[config.mk]
export PLATFORM = sky130hd
export DESIGN_NAME = fetch_prefetch_queue
export DESIGN_NICKNAME = d
export VERILOG_FILES = /design/src/rtl/fetch_prefetch_queue_pkg.sv /design/src/rtl/fetch_prefetch_queue_sync_fifo.sv /design/src/rtl/fetch_prefetch_queue.sv
export SDC_FILE = /design/constraint.sdc
export NUM_CORES = 1
export LEC_CHECK = 0
export ABC_AREA = 1
export BUFFER_PORTS_ARGS = -buffer_cell sky130_fd_sc_hd__buf_4
export CORE_ASPECT_RATIO = 1.4
export CORE_UTILIZATION = 57
export CTS_CLUSTER_DIAMETER = 120
export CTS_CLUSTER_SIZE = 28
export DETAILED_ROUTE_END_ITERATION = 8
export GPL_TIMING_DRIVEN = 1
export PLACE_DENSITY = 0.79
export RECOVER_POWER = 100
export SLEW_MARGIN = 10
export SYNTH_ARGS = -nofsm -noshare
export SYNTH_HDL_FRONTEND = slang
export SYNTH_SLANG_ARGS = --single-unit
[constraint.sdc]
create_clock -name clk -period 4.6 [get_ports clk]
set_input_delay 0.92 -clock clk [delete_from_list [all_inputs] [get_ports clk]]
set_output_delay 0.92 -clock clk [all_outputs]
set_load 0.005 [all_outputs]
[src/rtl/fetch_prefetch_queue_pkg.sv]
// Shared definitions for the instruction prefetch queue.
//   CORE_XLEN     : default datapath width of the RV32I core.
//   CORE_RESET_PC : default PC after reset.
//   fetch_entry_t : {pc, instr} record handed from fetch to decode at core width.
//   cnt_width()   : width of an occupancy counter able to hold 0..depth.
package fetch_prefetch_queue_pkg;

  localparam int unsigned CORE_XLEN = 32;
  localparam logic [CORE_XLEN-1:0] CORE_RESET_PC = 32'h0000_0000;

  typedef struct packed {
    logic [CORE_XLEN-1:0] pc;
    logic [CORE_XLEN-1:0] instr;
  } fetch_entry_t;

  function automatic int unsigned cnt_width(input int unsigned depth);
    return $clog2(depth + 1);
  endfunction

endpackage

[src/rtl/fetch_prefetch_queue_sync_fifo.sv]
// Synchronous FIFO with flush, used for both the instruction queue and the
// tag FIFO of issued fetch addresses.
//   clk, reset  : clock, asynchronous active-high reset
//   push, wdata : write at tail (ignored when full)
//   pop         : drop head (ignored when empty)
//   flush       : empty the FIFO; wins over push/pop in the same cycle
//   rdata       : head entry, combinational (no bypass from wdata)
//   count       : occupancy 0..DEPTH; full/empty derived from it
module fetch_prefetch_queue_sync_fifo
  import fetch_prefetch_queue_pkg::*;
#(
  parameter int unsigned WIDTH = 32,
  parameter int unsigned DEPTH = 4
) (
  input  logic                             clk,
  input  logic                             reset,
  input  logic                             push,
  input  logic                             pop,
  input  logic                             flush,
  input  logic [WIDTH-1:0]                 wdata,
  output logic [WIDTH-1:0]                 rdata,
  output logic [cnt_width(DEPTH)-1:0]      count,
  output logic                             full,
  output logic                             empty
);

  localparam int unsigned AW = $clog2(DEPTH);
  localparam int unsigned CW = cnt_width(DEPTH);

  logic [WIDTH-1:0] mem [DEPTH];
  logic [AW-1:0]    wptr;
  logic [AW-1:0]    rptr;
  logic             do_push;
  logic             do_pop;

  assign full    = (count == CW'(DEPTH));
  assign empty   = (count == '0);
  assign do_push = push && !full;
  assign do_pop  = pop && !empty;
  assign rdata   = mem[rptr];

  // DEPTH is a power of two, so pointers wrap naturally.
  always_ff @(posedge clk or posedge reset) begin
    if (reset) begin
      wptr  <= '0;
      rptr  <= '0;
      count <= '0;
    end else if (flush) begin
      wptr  <= '0;
      rptr  <= '0;
      count <= '0;
    end else begin
      if (do_push) wptr <= wptr + AW'(1);
      if (do_pop)  rptr <= rptr + AW'(1);
      count <= count + CW'(do_push) - CW'(do_pop);
    end
  end

  always_ff @(posedge clk) begin
    if (do_push && !flush) mem[wptr] <= wdata;
  end

endmodule

[src/rtl/fetch_prefetch_queue.sv]
// Instruction fetch stage with a DEPTH-entry prefetch queue.
// Issues sequential word-aligned requests, buffers in-order responses with
// their PCs and hands them to decode over valid/ready. A redirect flushes the
// queue and discards responses still in flight for the old path.
//   clk, reset                     : clock, asynchronous active-high reset
//   imem_req_valid/ready/addr      : request channel to instruction memory
//   imem_rsp_valid/data            : in-order response channel (always accepted)
//   id_valid/ready, id_pc/id_instr : queue head towards decode
//   redirect_valid, redirect_pc    : taken branch/jump target
//   align_err                      : one-cycle pulse after a misaligned redirect
module fetch_prefetch_queue
  import fetch_prefetch_queue_pkg::*;
#(
  parameter int unsigned     XLEN     = CORE_XLEN,
  parameter int unsigned     DEPTH    = 4,
  parameter logic [XLEN-1:0] RESET_PC = XLEN'(CORE_RESET_PC)
) (
  input  logic            clk,
  input  logic            reset,
  output logic            imem_req_valid,
  input  logic            imem_req_ready,
  output logic [XLEN-1:0] imem_req_addr,
  input  logic            imem_rsp_valid,
  input  logic [XLEN-1:0] imem_rsp_data,
  output logic            id_valid,
  input  logic            id_ready,
  output logic [XLEN-1:0] id_pc,
  output logic [XLEN-1:0] id_instr,
  input  logic            redirect_valid,
  input  logic [XLEN-1:0] redirect_pc,
  output logic            align_err
);

  localparam int unsigned CW = cnt_width(DEPTH);
  localparam int unsigned UW = CW + 1;

  typedef struct packed {
    logic [XLEN-1:0] pc;
    logic [XLEN-1:0] instr;
  } entry_t;

  logic [XLEN-1:0] pc;
  logic [CW-1:0]   qcount;
  logic [CW-1:0]   tag_count;
  logic [CW-1:0]   drop;
  logic [CW-1:0]   inflight;
  logic [UW-1:0]   credit_used;
  logic            q_full;
  logic            q_empty;
  logic            tag_full;
  logic            tag_empty;
  logic [XLEN-1:0] tag_pc;
  entry_t          q_wdata;
  entry_t          q_rdata;
  logic            req_fire;
  logic            rsp_keep;
  logic            pop_fire;

  // Tags of dropped responses are flushed on redirect, so every outstanding
  // request is either still tagged or counted in drop.
  assign inflight    = tag_count + drop;
  assign credit_used = UW'(qcount) + UW'(inflight);

  // The full flags are implied by the credit sum; they only guard the FIFOs
  // against an out-of-protocol memory.
  always_comb begin
    imem_req_valid = !reset && !redirect_valid && (credit_used < UW'(DEPTH))
                     && !q_full && !tag_full;
  end

  assign imem_req_addr = pc;
  assign req_fire      = imem_req_valid && imem_req_ready;
  assign rsp_keep      = imem_rsp_valid && (drop == '0) && !redirect_valid && !tag_empty;
  assign pop_fire      = id_valid && id_ready && !redirect_valid;

  assign q_wdata.pc    = tag_pc;
  assign q_wdata.instr = imem_rsp_data;

  assign id_valid = !q_empty;
  assign id_pc    = id_valid ? q_rdata.pc    : '0;
  assign id_instr = id_valid ? q_rdata.instr : '0;

  fetch_prefetch_queue_sync_fifo #(
    .WIDTH (2 * XLEN),
    .DEPTH (DEPTH)
  ) u_instr_q (
    .clk   (clk),
    .reset (reset),
    .push  (rsp_keep),
    .pop   (pop_fire),
    .flush (redirect_valid),
    .wdata (q_wdata),
    .rdata (q_rdata),
    .count (qcount),
    .full  (q_full),
    .empty (q_empty)
  );

  fetch_prefetch_queue_sync_fifo #(
    .WIDTH (XLEN),
    .DEPTH (DEPTH)
  ) u_tag_q (
    .clk   (clk),
    .reset (reset),
    .push  (req_fire),
    .pop   (rsp_keep),
    .flush (redirect_valid),
    .wdata (pc),
    .rdata (tag_pc),
    .count (tag_count),
    .full  (tag_full),
    .empty (tag_empty)
  );

  always_ff @(posedge clk or posedge reset) begin
    if (reset) begin
      pc        <= RESET_PC;
      drop      <= '0;
      align_err <= 1'b0;
    end else begin
      align_err <= redirect_valid && (redirect_pc[1:0] != 2'b00);
      if (redirect_valid) begin
        pc <= {redirect_pc[XLEN-1:2], 2'b00};
        // A response landing this cycle is already discarded, so it is
        // not counted again.
        drop <= inflight - CW'(imem_rsp_valid);
      end else begin
        if (req_fire) pc <= pc + XLEN'(4);
        if (imem_rsp_valid && (drop != '0)) drop <= drop - CW'(1);
      end
    end
  end

endmodule

Word-level counts from Yosys, hierarchy flattened
Memory sizes are Yosys's and may differ from the RTL's.
Cells that the tools add are included.
{"block": "word_totals", "reg_bits": 50, "ram_bits": 384, "input_bits": 70, "wordCells": 82, "mem_count": 2}
{"name": "u_instr_q.mem", "words": 4, "word_bits": 64, "read_ports": 1, "rd_clocked_by_memory_dff": 0, "wr": 1, "line_no": "fetch_prefetch_queue_sync_fifo.sv:30", "source": "logic [WIDTH-1:0] mem [DEPTH];"}
{"name": "u_tag_q.mem", "words": 4, "word_bits": 32, "read_ports": 1, "rd_clocked_by_memory_dff": 0, "wr": 1, "line_no": "fetch_prefetch_queue_sync_fifo.sv:30"}
{"block": "op_classes", "addsub": 13, "n_lt_le_gt_ge": 1, "eq_ne": 2, "n_mux": 20, "reduce_logical": 35}
{"cell": "$mux W32", "n": 4}
{"cell": "$add A32 B3 Y32 const B", "n": 1}
{"cell": "$logic_and A1 B1 Y1", "n": 18}
{"cell": "$mux W2", "n": 8}
{"cell": "$reduce_bool A2 Y1", "n": 7}
{"cell": "$mux W3", "n": 4}
{"cell": "$logic_not A3 Y1", "n": 3}
{"cell": "$sub A3 B1 Y3", "n": 3}
{"cell": "$add A2 B1 Y2 const B", "n": 4}
{"cell": "$add A3 B1 Y3", "n": 2}
{"cell": "$eq A3 B3 Y1 const B", "n": 2}
{"cell": "$logic_not A1 Y1", "n": 6}
{"cell": "$add A3 B3 Y4", "n": 1}
{"cell": "$lt A4 B3 Y1 const B", "n": 1}
{"cell": "$mux W1", "n": 4}
{"cell": "$add A3 B3 Y3", "n": 1}
{"cell": "$reduce_bool A3 Y1", "n": 1}
{"cell": "$sub A3 B1 Y3 const B", "n": 1}

Longest topological paths before layout
Gate-level depths: netlist of the first run.
{"block": "depth", "ltp_word": 11, "depth_mapped": 18}

Modules after synthesis
A second synthesis of the first run with hierarchy kept.
{"block": "unflattened", "cells_unflattened": 1666, "area_unflattened_um2": 18551.5}
{"mod": "fetch_prefetch_queue_sync_fifo (u_instr_q)", "instances": 1, "cells_each": 683, "area_per_inst_um2": 9960.8}
{"mod": "fetch_prefetch_queue_sync_fifo (u_tag_q)", "instances": 1, "cells_each": 374, "area_per_inst_um2": 5247.5}
{"mod": "fetch_prefetch_queue", "instances": 1, "cells_each": 609, "area_per_inst_um2": 3343.2}

Worst setup path after synthesis of the first run
OpenSTA, ideal clock, no wires.
{"block": "synth_timing", "kind": "input -> register", "from": "input port redirect_valid", "to": "memory u_instr_q.mem[0][0] (netlist name), enable pin", "setup_ns": 0.482, "arrival_ns": 4.014, "slack_ns": 0.104, "stages": 7, "path_buffers": 0, "path_cell_list": "inv_1 nand2_1 nor2_1 nand2_1 inv_1 nand2_1 nor2_1"}
{"block": "synth_via", "elab_chain_len": 7}
{"item": "start, declared", "line_no": "fetch_prefetch_queue.sv:29", "source": "input logic redirect_valid,"}
{"item": "$logic_not A1 Y1 *", "line_no": "fetch_prefetch_queue_sync_fifo.sv:60, fetch_prefetch_queue.sv:73"}
{"item": "$logic_and A1 B1 Y1 (2 in series)", "line_no": "fetch_prefetch_queue.sv:73", "source": "assign rsp_keep = imem_rsp_valid && (drop == '0) && !redirect_valid && !tag_empty;"}
{"item": "$logic_and A1 B1 Y1", "line_no": "fetch_prefetch_queue_sync_fifo.sv:38", "source": "assign do_push = push && !full;"}
{"item": "$logic_and A1 B1 Y1 *", "line_no": "fetch_prefetch_queue_sync_fifo.sv:60", "source": "if (do_push && !flush) mem[wptr] <= wdata;"}
{"item": "$mux W1 *", "line_no": "fetch_prefetch_queue_sync_fifo.sv:60"}
{"item": "$mux W1 (implied by the code) *", "line_no": "fetch_prefetch_queue_sync_fifo.sv:60"}
{"item": "end, declared", "line_no": "fetch_prefetch_queue_sync_fifo.sv:30"}
Mark *: on every way between the ends. The rest lies on a longest branch, timed or not.

Worst setup path after layout of the first run
{"block": "layout_timing", "from": "register u_instr_q.rptr[0]", "to": "output port id_pc[18]"}
{"block": "layout_via", "elab_chain_len": 2}
{"item": "start, declared", "line_no": "fetch_prefetch_queue_sync_fifo.sv:32", "source": "logic [AW-1:0] rptr;"}
{"item": "start signal, assigned", "line_no": "fetch_prefetch_queue_sync_fifo.sv:54", "source": "if (do_pop) rptr <= rptr + AW'(1);"}
{"item": "$mem_v2 Z4 W64"}
{"item": "$mux W32", "line_no": "fetch_prefetch_queue.sv:80", "source": "assign id_pc = id_valid ? q_rdata.pc : '0;"}
{"item": "end, declared", "line_no": "fetch_prefetch_queue.sv:27", "source": "output logic [XLEN-1:0] id_pc,"}
No other way between the ends.

==> flow_summary.json, run 1 <==
{
  "outcome": "finished, violations left",
  "violations": "capacitance limit, slew limit",
  "worstSetupStartpointType": "flop",
  "min_period_over_period": 0.856,
  "whs_ns": 0.558,
  "min-delay-path-class": "flop to flop",
  "netlist-cell-type-count": 30,
  "ctsResizeCount": 0,
  "arrival_ns": 3.02,
  "via_count": 11800,
  "io_pins": 169,
  "powerDensity_nw_per_um2": 436,
  "design.die.area_um2": 31300,
  "worst_ir_drop_vdd_mv": 0.240,
  "post_drt_antenna_nets": 0,
  "leakagePower_nw": 7.12,
  "global_route_wire_length_before_repair_um": 58200,
  "synth.cell_area_um2": 17400,
  "vias_in_the_first_global_route": 11500,
  "drt-wirelength-per-cell_um": 17.8,
  "setup.worst_path.start": "u_instr_q.rptr[0]$_DFFE_PP0P_",
  "crit_type": "flop to output pin",
  "tritoncts_num_sinks": 416,
  "finalSetupTns_ns": 0,
  "share_of_synthesized_cell_area_in_full_adder_half_adder_and_majority_cells": 0.0178,
  "critical_path_sink_type": "output pin",
  "share_of_final_layout_standard_cells_stronger_than_drive_strength_1": 0.108,
  "worstMarginPinSlew_ns": 2.80,
  "crit_end": "id_pc[18]",
  "die_width_um": 150,
  "use_met2": 0.423,
  "insertedDiodeCount": 0,
  "cts_hold_repair.buffers": 0,
  "timing.max_cap.violations": 2,
  "synth_top_family_by_area": "simple AND/OR/NAND/NOR gates",
  "drt_first_iter_violations": 1049,
  "cts-root-to-sink-buffers": 3,
  "synth_commonest_cells": "nor2_1, edfxtp_1, o21ai_0",
  "detail_route.wirelength_um": 37100,
  "globalRouteTotalUtil": 0.240,
  "core_area_um2": 30000,
  "synth_seq_area_share": 0.703,
  "ys_flop_type": "edfxtp_1",
  "synth_most_common_cell": "nor2_1",
  "slew_headroom": -0.867,
  "netlist_top_cells_area": "edfxtp_1, nor2_1, dfrtp_1",
  "route.detailed.drc": 0,
  "postSynthCellCount": 1556,
  "rows": 75,
  "regToRegSetupSlack_ns": 0.72,
  "synth_area_per_cell_um2": 11.2,
  "cts.repair_timing.setup_buffer_count": 0,
  "design.final.nets": 1782,
  "slew_viol_final": 89,
  "share_of_synthesized_registers_carrying_an_async_set_or_reset": 0.115,
  "final_critical_path_setup_slack_ns": 0.662,
  "tritoncts": "built",
  "number_of_synthesized_flops_with_an_enable_pin": 368,
  "fmax_ghz": 0.254,
  "critical_path.reg2reg.startpoint": "u_tag_q.count[0]$_DFF_PP0_",
  "place_congestion": 0.892,
  "reg2reg_capture_point": "u_tag_q.mem[2][25]$_DFFE_PP_",
  "synth-seq-cells": 416,
  "grt_overflow": 0,
  "synth-simple-area-share": 0.148,
  "antenna_found_initial": 0,
  "critical_path.max_fanout": 65,
  "rsz0062_at_grt": "false",
  "grt_start_max_net_pins": 125,
  "synth_compound_gate_area_share": 0.0898,
  "clk_latency_ns": 0.53,
  "cts_made_buffers": 18,
  "initial_drt_pass_iterations": 5,
  "globalRouteMet1Util": 0.306,
  "grt-busiest-layer": "met2",
  "critPathRequiredTime_ns": 3.68,
  "dp.final_hpwl_um": 23500,
  "final_design_area_no_fill_um2": 19400,
  "finalSetupViolCount": 0,
  "synth_warnings": 0,
  "preCtsSetupSlack_ns": 1.23,
  "min_delay_path_depth": 2,
  "global_route.usage.met3": 0.0212,
  "port_buffers": 164,
  "start_util": 0.580,
  "finalClockSkew_ns": 0.0164,
  "cts_root_buf": "clkbuf_16",
  "synth_top_cell_by_area": "edfxtp_1",
  "die-height_um": 209,
  "htree_levels": 1,
  "final_hold_viol_count": 0,
  "post_synth_xor_area_fraction": 0.00553,
  "r2r_cells": 13,
  "period_needed_ns": 3.94,
  "yosys-mux-area-fraction": 0,
  "clk_pin_slew_ns": 0.10,
  "yosys.area.top_type_share": 0.634,
  "placedInstanceArea_um2": 19100,
  "viasPerCell": 5.67,
  "layout-area-overhead-vs-synth_pct": 11.6
}
critical path, stage by stage (launching register included):
cell and delay (ns):
dfrtp_2 1.19, buf_4 0.51, nor2_1 0.09, nor2_1 0.10
o21ai_0 0.10, a21oi_1 0.28, clkbuf_4 0.20
flip-flops by register name (all words and copies together), names as in the netlist, 3 cells and up:
register	cells
u_tag_q.mem	120
u_instr_q.mem	248
imem_req_addr	30
u_tag_q.count	3
drop	3
u_instr_q.count	3
cells in the final DEF, fill, tap and decap left out, types with 2 or more instances in the layout:
cell type / n
nor2_1: 377
edfxtp_1: 368
o21ai_0: 199
nand2_1: 191
clkbuf_4: 89
nand3_1: 68
a21oi_1: 67
inv_1: 64
clkbuf_1: 53
buf_4: 52
dfrtp_1: 46
o22ai_1: 30
ha_1: 20
clkbuf_16: 19
xnor2_1: 6
clkbuf_2: 6
nor2_2: 5
xor2_1: 5
nand3b_1: 5
nor2_4: 4
o21bai_1: 4
conb_1: 4
clkinv_1: 3
fa_1: 3
buf_12: 3
inv_2: 2
dfrtp_2: 2
where the power goes:
group | switching, mW | internal, mW
Clock | 1.06 | 0.842
Sequential | 0.277 | 4.32
Combinational | 1.18 | 0.788
worst min-delay path by stage:
stage	startpoint	endpoint	slack (ns)
CTS	u_instr_q.rptr[1]$_DFFE_PP0P_	u_instr_q.rptr[1]$_DFFE_PP0P_	0.56
finish	u_instr_q.rptr[1]$_DFFE_PP0P_	u_instr_q.rptr[1]$_DFFE_PP0P_	0.56
floorplan	drop[2]$_DFFE_PP0P_	drop[2]$_DFFE_PP0P_	0.53
global placement	u_instr_q.rptr[1]$_DFFE_PP0P_	u_instr_q.rptr[1]$_DFFE_PP0P_	0.53
detailed placement	u_instr_q.rptr[1]$_DFFE_PP0P_	u_instr_q.rptr[1]$_DFFE_PP0P_	0.54
global route	redirect_pc[6]	imem_req_addr[6]$_DFFE_PP0N_	0.60
metal layers:
metal / wire length [um] / up-vias
li1: - / 5611
met1: 14600 / 5655
met2: 19200 / 480
met3: 2220 / 82
met4: 1140 / 0
met5: 0 / -
through the flow:
step,power (mW),utilization,std cells
after detailed placement,6.71,0.636,2054
final,8.47,0.648,2086
after floorplan,5.69,-,1559
after global routing,8.89,0.648,2086
after global placement,6.64,0.636,2054
after CTS,8.56,0.655,2086
logic make-up (layout without fill, tap and decap cells):
family                     Yosys count  count (layout)
xor gates and xnor gates            11              11
buffers and inverters              151             293
DFF                                416             416
adders and majority gates           23              23
other                                1               4
and+or+nand+nor                    652             652
AOI/OAI and AO/OA                  302             302
final cells by class:
| class | instances | area [um2] |
|---|---|---|
| Inverter | 69 | 259 |
| Tap cell | 385 | 482 |
| Sequential cell | 416 | 12300 |
| Clock inverter | 1 | 30.0 |
| Timing Repair Buffer | 192 | 1320 |
| Clock buffer | 31 | 520 |
| Fill cell | 2247 | 10600 |
| Multi-Input combinational cell | 992 | 4580 |
(Power assumes the default switching activity.)
==> run 2, diff against run 1 <==
--- a/config.mk
+++ b/config.mk
@@ -7,3 +7,3 @@
 export LEC_CHECK = 0
-export ABC_AREA = 1
+export ABC_AREA = 0
 export BUFFER_PORTS_ARGS = -buffer_cell sky130_fd_sc_hd__buf_4
==> constraint.sdc (replaced) <==
create_clock -name clk -period 4.6 [get_ports clk]
set_input_delay 0.69 -clock clk [delete_from_list [all_inputs] [get_ports clk]]
set_output_delay 0.69 -clock clk [all_outputs]
set_load 0.02 [all_outputs]
==> run 2 against run 1 <==
Compared with the run above:
- the run still ends with capacitance limit, slew limit left
- worst hold slack worse by 0.19 ns
- flip-flop and latch count did not move
- synthesized cell count down 42%
- core utilization up 0.13 points
- final cell count decreased by 31%
- clock power down 2%
- sequential power is 4% lower
- first-iteration DRC count is 53% lower
- synthesized area decreased by 3.8%
==> flow_summary.json, run 2 <==
{
  "post_drt_antenna_nets": 0,
  "number_of_synthesized_flops_with_an_enable_pin": 368,
  "share_of_synthesized_registers_carrying_an_async_set_or_reset": 0.115,
  "global_route_wire_length_before_repair_um": 47600,
  "die_width_um": 147,
  "finalSetupViolCount": 0,
  "powerDensity_nw_per_um2": 423,
  "tritoncts_num_sinks": 416,
  "synth_area_per_cell_um2": 18.7,
  "viasPerCell": 5.84,
  "grt_start_max_net_pins": 66,
  "netlist-cell-type-count": 57,
  "critPathRequiredTime_ns": 4.76,
  "power_switching_share": 0.268,
  "arrival_ns": 3.99,
  "rows": 73,
  "design.final.nets": 1143,
  "max_flop_register": "u_instr_q.mem",
  "io_pins": 169,
  "share_of_final_layout_standard_cells_stronger_than_drive_strength_1": 0.195,
  "critical_path.max_fanout": 15,
  "period_needed_ns": 3.83,
  "timing.max_cap.violations": 2,
  "final_critical_path_setup_slack_ns": 0.765,
  "mostFrequentLayoutCells": "edfxtp_1, clkbuf_1, mux4_2",
  "rsz0062_at_grt": "false",
  "antenna_found_initial": 0,
  "pwr-share-comb": 0.199,
  "min_period_over_period": 0.834,
  "port_buffers": 164,
  "critical_path_sink_type": "flop",
  "crit_type": "flop to flop",
  "via_count": 8386,
  "largest_register_ffs": 248,
  "worst_ir_drop_vdd_mv": 0.250,
  "min_delay_path_depth": 3,
  "final_core_utilization": 0.649,
  "vias_in_the_first_global_route": 8428,
  "timing.hold.worst.start": "redirect_pc[13]",
  "initial_drt_pass_iterations": 5,
  "postSynthCellCount": 895,
  "r2r_cells": 11,
  "num-fill-cells": 2097,
  "worstMarginPinSlew_ns": 1.95,
  "preCtsSetupSlack_ns": 1.09,
  "yosys.area.top_type_share": 0.659,
  "net_switching_power_mw": 2.10,
  "cts-root-to-sink-buffers": 3,
  "core_area_um2": 28700,
  "drt-wirelength-per-cell_um": 21.2,
  "netlist_top_cells_area": "edfxtp_1, mux4_2, dfrtp_1",
  "route.detailed.drc": 0,
  "slew_headroom": -0.303,
  "synth.cell_area_um2": 16800,
  "synth_most_common_cell": "edfxtp_1",
  "violations": "capacitance limit, slew limit",
  "ys_flop_type": "edfxtp_1",
  "min-delay-path-class": "input pin to flop",
  "finalClockSkew_ns": 0.0155,
  "leakagePower_nw": 6.07,
  "min_to": "imem_req_addr[13]$_DFFE_PP0N_",
  "outcome": "finished, violations left",
  "slew_viol_final": 82,
  "htree_levels": 1,
  "layout.cells.most_common": "edfxtp_1",
  "synth_seq_area_share": 0.731,
  "worstSetupStartpointType": "flop",
  "dp.final_hpwl_um": 19100,
  "critical_path.reg2reg.startpoint": "u_tag_q.count[0]$_DFF_PP0_",
  "synth_commonest_cells": "edfxtp_1, mux4_2, and2_1",
  "final_hold_viol_count": 0,
  "tritoncts": "built",
  "drt_first_iter_violations": 488,
  "cts_root_buf": "clkbuf_16",
  "finalSetupTns_ns": 0,
  "p_seq_frac": 0.563,
  "grt_overflow": 0,
  "place_congestion": 0.880,
  "final_design_area_no_fill_um2": 18600,
  "clk_pin_slew_ns": 0.10,
  "synth_warnings": 0,
  "intPower_mw": 5.76,
  "regToRegSetupSlack_ns": 0.77,
  "synth_top_cell_by_area": "edfxtp_1",
  "cts.repair_timing.setup_buffer_count": 0,
  "die-height_um": 205,
  "fmax_ghz": 0.261,
  "reg2reg_capture_point": "u_tag_q.mem[2][17]$_DFFE_PP_",
  "design.die.area_um2": 30100,
  "cts_made_buffers": 18,
  "clock_power_share": 0.238,
  "globalRouteTotalUtil": 0.208,
  "layout-area-overhead-vs-synth_pct": 11.0,
  "clk_latency_ns": 0.52,
  "ctsResizeCount": 0,
  "detail_route.wirelength_um": 30500,
  "insertedDiodeCount": 0,
  "synth-seq-cells": 416,
  "start_util": 0.584,
  "placedInstanceArea_um2": 18400,
  "cts_hold_repair.buffers": 0
}
[run 2: cell count changes after synthesis, sizes merged, moves of 44 or more]
cell,change
a21oi,-65
and2,+70
inv,-44
mux4,+92
nand2,-148
nand3,-53
nor2,-364
o21ai,-175
[run 2: cell families (layout without fill, tap and decap cells)]
family                     Yosys count  after routing  synth area share
DFF                                416            416             0.731
and+or+nand+nor                    212            212            0.0720
muxes                               96             96             0.126
buffers and inverters               71            235            0.0184
AOI/OAI and AO/OA                   53             53            0.0218
adders and majority gates           23             23            0.0185
xor gates and xnor gates            23             23            0.0120
other                                1              4          0.000224
[run 2: worst max path at each step]
stage,startpoint,end,slack [ns],cells after the start
6_report,u_tag_q.count[0]$_DFF_PP0_,u_tag_q.mem[2][17]$_DFFE_PP_,0.77,11
5_1_grt,u_tag_q.count[0]$_DFF_PP0_,u_tag_q.mem[2][17]$_DFFE_PP_,0.54,11
4_1_cts,u_tag_q.count[0]$_DFF_PP0_,imem_req_valid,1.06,9
3_5_place_dp,u_tag_q.count[0]$_DFF_PP0_,u_tag_q.count[2]$_DFF_PP0_,1.09,14
3_3_place_gp,u_tag_q.count[0]$_DFF_PP0_,u_tag_q.count[2]$_DFF_PP0_,1.12,14
2_1_floorplan,u_tag_q.count[0]$_DFF_PP0_,u_tag_q.mem[0][10]$_DFFE_PP_,1.05,11
[run 2: routing by layer]
layer	global-route usage	part of all wire	up-vias
met5	0	0	-
met4	0.0534	0.020	0
met3	0.0194	0.042	39
met2	0.370	0.53	257
met1	0.277	0.40	4285
li1	-	-	3805
[run 2: final cells by class]
cell class                      instances  area, um2  share of cell area
Clock inverter                          1       30.0             0.00161
Multi-Input combinational cell        411       4190               0.225
Inverter                               23       86.3             0.00464
Clock buffer                           31        520              0.0280
Tap cell                              375        469              0.0252
Timing Repair Buffer                  180       1050              0.0567
Sequential cell                       416      12300               0.659
[run 2: critical path, cell delays in order (launching register included)]
cell      delay, ns
dfrtp_1        0.43
ha_1           0.22
fa_1           0.38
xnor2_1        0.24
ha_1           0.27
nor3_1         0.19
nand4_2        0.12
clkbuf_1       0.30
or2_0          0.32
inv_1          0.29
and2_0         0.20
clkbuf_1       0.51
[run 2: per-stage QoR]
stage / instances / hold slack, ns / total power, mW
after CTS: 1437 / 0.354 / 8.09
after detailed placement: 1405 / 0.549 / 6.25
final: 1437 / 0.369 / 7.86
after global routing: 1437 / 0.365 / 8.19
after global placement: 1405 / 0.542 / 6.23
after floorplan: 898 / 0.503 / 5.57
[run 2: power groups by stage]
stage	combinational (mW)	sequential, mW	clock [mW]
after CTS	1.74	4.44	1.91
after detailed placement	1.73	4.52	0
after floorplan	1.14	4.44	0
after global placement	1.71	4.51	0
final	1.57	4.43	1.87
after global routing	1.70	4.46	2.03
==> run 3, diff against run 2 <==
ABC_AREA = 1   (was 0)
clock period = 3.95 ns   (was 4.6 ns; I/O delays follow)
==> run 3 against run 2 <==
Compared with the run above:
- the run still ends with capacitance limit, slew limit left
- via count increased by 40%
- final cell count increased by 45%
- critical endpoint is now id_pc[4]
- cell area increased by 3.2%
- first-iteration DRC count increased by 72%
- highest routed layer unchanged
- setup slack got worse by 0.33 ns
- flip-flop and latch count unchanged
- critical path depth decreased by 6
- count of clock-buffer cells in the layout unchanged
- routed wire length increased by 22%
- register-to-register slack got worse by 0.15 ns
- largest cell class unchanged
- sequential power increased by 19%
==> flow_summary.json, run 3 (same netlist as run 1, synthesis figures left out) <==
{
  "outcome": "finished, violations left",
  "violations": "capacitance limit, slew limit",
  "powerDensity_nw_per_um2": 527,
  "critical_path.max_fanout": 43,
  "cts_root_buf": "clkbuf_16",
  "clk_pin_slew_ns": 0.11,
  "cts_made_buffers": 18,
  "place_congestion": 0.877,
  "p_seq_frac": 0.522,
  "insertedDiodeCount": 0,
  "min_period_over_period": 0.890,
  "min_delay_path_depth": 3,
  "power_switching_share": 0.333,
  "drt-wirelength-per-cell_um": 17.7,
  "layout-area-overhead-vs-synth_pct": 10.2,
  "antenna_found_initial": 0,
  "cts_hold_repair.buffers": 0,
  "tritoncts": "built",
  "io_pins": 169,
  "die-height_um": 209,
  "mostFrequentLayoutCells": "nor2_1, edfxtp_1, o21ai_0",
  "core_area_um2": 30000,
  "globalRouteTotalUtil": 0.238,
  "timing.hold.worst.start": "redirect_pc[10]",
  "min-delay-path-class": "input pin to flop",
  "detail_route.wirelength_um": 37100,
  "design.final.nets": 1785,
  "clk_latency_ns": 0.53,
  "global_route_wire_length_before_repair_um": 57800,
  "vias_in_the_first_global_route": 11500,
  "drt_first_iter_violations": 840,
  "worstSetupStartpointType": "flop",
  "period_needed_ns": 3.51,
  "met3WireLength_um": 2250,
  "fmax_ghz": 0.285,
  "critPathRequiredTime_ns": 3.36,
  "rows": 75,
  "r2r_cells": 14,
  "arrival_ns": 2.92,
  "critical_path_sink_type": "output pin",
  "grt_overflow": 0,
  "net_switching_power_mw": 3.37,
  "max_flop_register": "u_instr_q.mem",
  "critical_path.reg2reg.startpoint": "u_tag_q.count[0]$_DFF_PP0_",
  "min_to": "imem_req_addr[10]$_DFFE_PP0N_",
  "worstMarginPinSlew_ns": 2.67,
  "post_drt_antenna_nets": 0,
  "largest_register_ffs": 248,
  "finalSetupViolCount": 0,
  "whs_ns": 0.277,
  "cts-root-to-sink-buffers": 3,
  "htree_levels": 1,
  "route.top_layer_used": "met4",
  "slew_headroom": -0.780,
  "grt_start_max_net_pins": 126,
  "worst_ir_drop_vdd_mv": 0.378,
  "num-fill-cells": 2338,
  "share_of_final_layout_standard_cells_stronger_than_drive_strength_1": 0.0622,
  "rsz0062_at_grt": "false",
  "initial_drt_pass_iterations": 5,
  "intPower_mw": 6.75,
  "viasPerCell": 5.63,
  "dp.final_hpwl_um": 23200,
  "tritoncts_num_sinks": 416,
  "leakagePower_nw": 6.85,
  "start_util": 0.580,
  "via_count": 11800,
  "cts.repair_timing.setup_buffer_count": 0,
  "timing.max_cap.violations": 2,
  "port_buffers": 164,
  "wl_met2_um": 19400,
  "reg2reg_capture_point": "u_tag_q.mem[2][15]$_DFFE_PP_",
  "slew_viol_final": 89,
  "drt-met1-wl_um": 14500,
  "finalClockSkew_ns": 0.0146,
  "route.detailed.drc": 0,
  "crit_type": "flop to output pin",
  "design.die.area_um2": 31300,
  "ctsResizeCount": 0,
  "final_hold_viol_count": 0,
  "layout.cells.most_common": "nor2_1",
  "pwr-share-comb": 0.259,
  "clock_power_share": 0.219,
  "regToRegSetupSlack_ns": 0.62,
  "finalSetupTns_ns": 0,
  "die_width_um": 150
}
## run 3: cell count changes in the layout (fill, tap and decap cells not counted), moves of 13 or more
cell      before  now
a21oi_1        2   67
and2_0        36    0
and2_1        34    0
buf_4         79   57
clkbuf_1     107  134
inv_1         23   65
mux4_2        92    0
nand2_1       43  191
nand3_1       14   67
nor2_1        22  379
o21ai_0       24  199
o22ai_1        0   30
xnor2_1       19    6
## run 3: critical path: stages (launching register included)
cell	delay [ns]
dfrtp_4	0.51
inv_1	0.98
buf_4	0.36
o21ai_0	0.11
a21oi_1	0.18
clkbuf_1	0.26
## run 3: power groups by stage
stage | Sequential (mW) | Combinational (mW) | Clock [mW]
after floorplan | 5.36 | 1.72 | 0
after global placement | 5.37 | 2.87 | 0
after detailed placement | 5.38 | 2.93 | 0
after CTS | 5.28 | 2.94 | 2.25
after global routing | 5.31 | 2.88 | 2.38
final | 5.29 | 2.62 | 2.21
## run 3: layout make-up
| type | count | area (um2) | area share |
|---|---|---|---|
| well taps | 385 | 482 | 0.0251 |
| clock buffers | 31 | 520 | 0.0271 |
| multi-input cells | 992 | 4570 | 0.238 |
| clock inverters | 1 | 30.0 | 0.00156 |
| repair buffers | 195 | 1080 | 0.0562 |
| flip-flops and latches | 416 | 12300 | 0.638 |
| inverters | 69 | 259 | 0.0135 |
## run 3: per-stage QoR
stage	worst slack [ns]	total power, mW	cell area [um2]	std cells	utilization
after floorplan	-0.219	7.08	17400	1559	-
after global placement	0.884	8.24	19200	2057	0.638
after global routing	0.275	10.6	19200	2089	0.639
final	0.435	10.1	19200	2089	0.639
after detailed placement	0.823	8.31	19200	2057	0.638
after CTS	0.733	10.5	19700	2089	0.657
## run 3: worst max-delay path by stage
stage | startpoint | end | cells past startpoint
CTS | u_tag_q.count[0]$_DFF_PP0_ | imem_req_valid | 11
detailed placement | u_tag_q.count[0]$_DFF_PP0_ | u_tag_q.count[2]$_DFF_PP0_ | 17
finish | u_instr_q.rptr[0]$_DFFE_PP0P_ | id_pc[4] | 5
global placement | u_tag_q.count[0]$_DFF_PP0_ | u_tag_q.count[2]$_DFF_PP0_ | 18
floorplan | redirect_valid | u_instr_q.mem[0][0]$_DFFE_PP_ | 7
global route | u_instr_q.rptr[0]$_DFFE_PP0P_ | id_pc[22] | 5
## run 3: per-layer routing
layer  up-vias  global-route usage
met2       445               0.430
li1       5609                   -
met5         -                   0
met4         0              0.0867
met3        54              0.0210
met1      5649               0.296
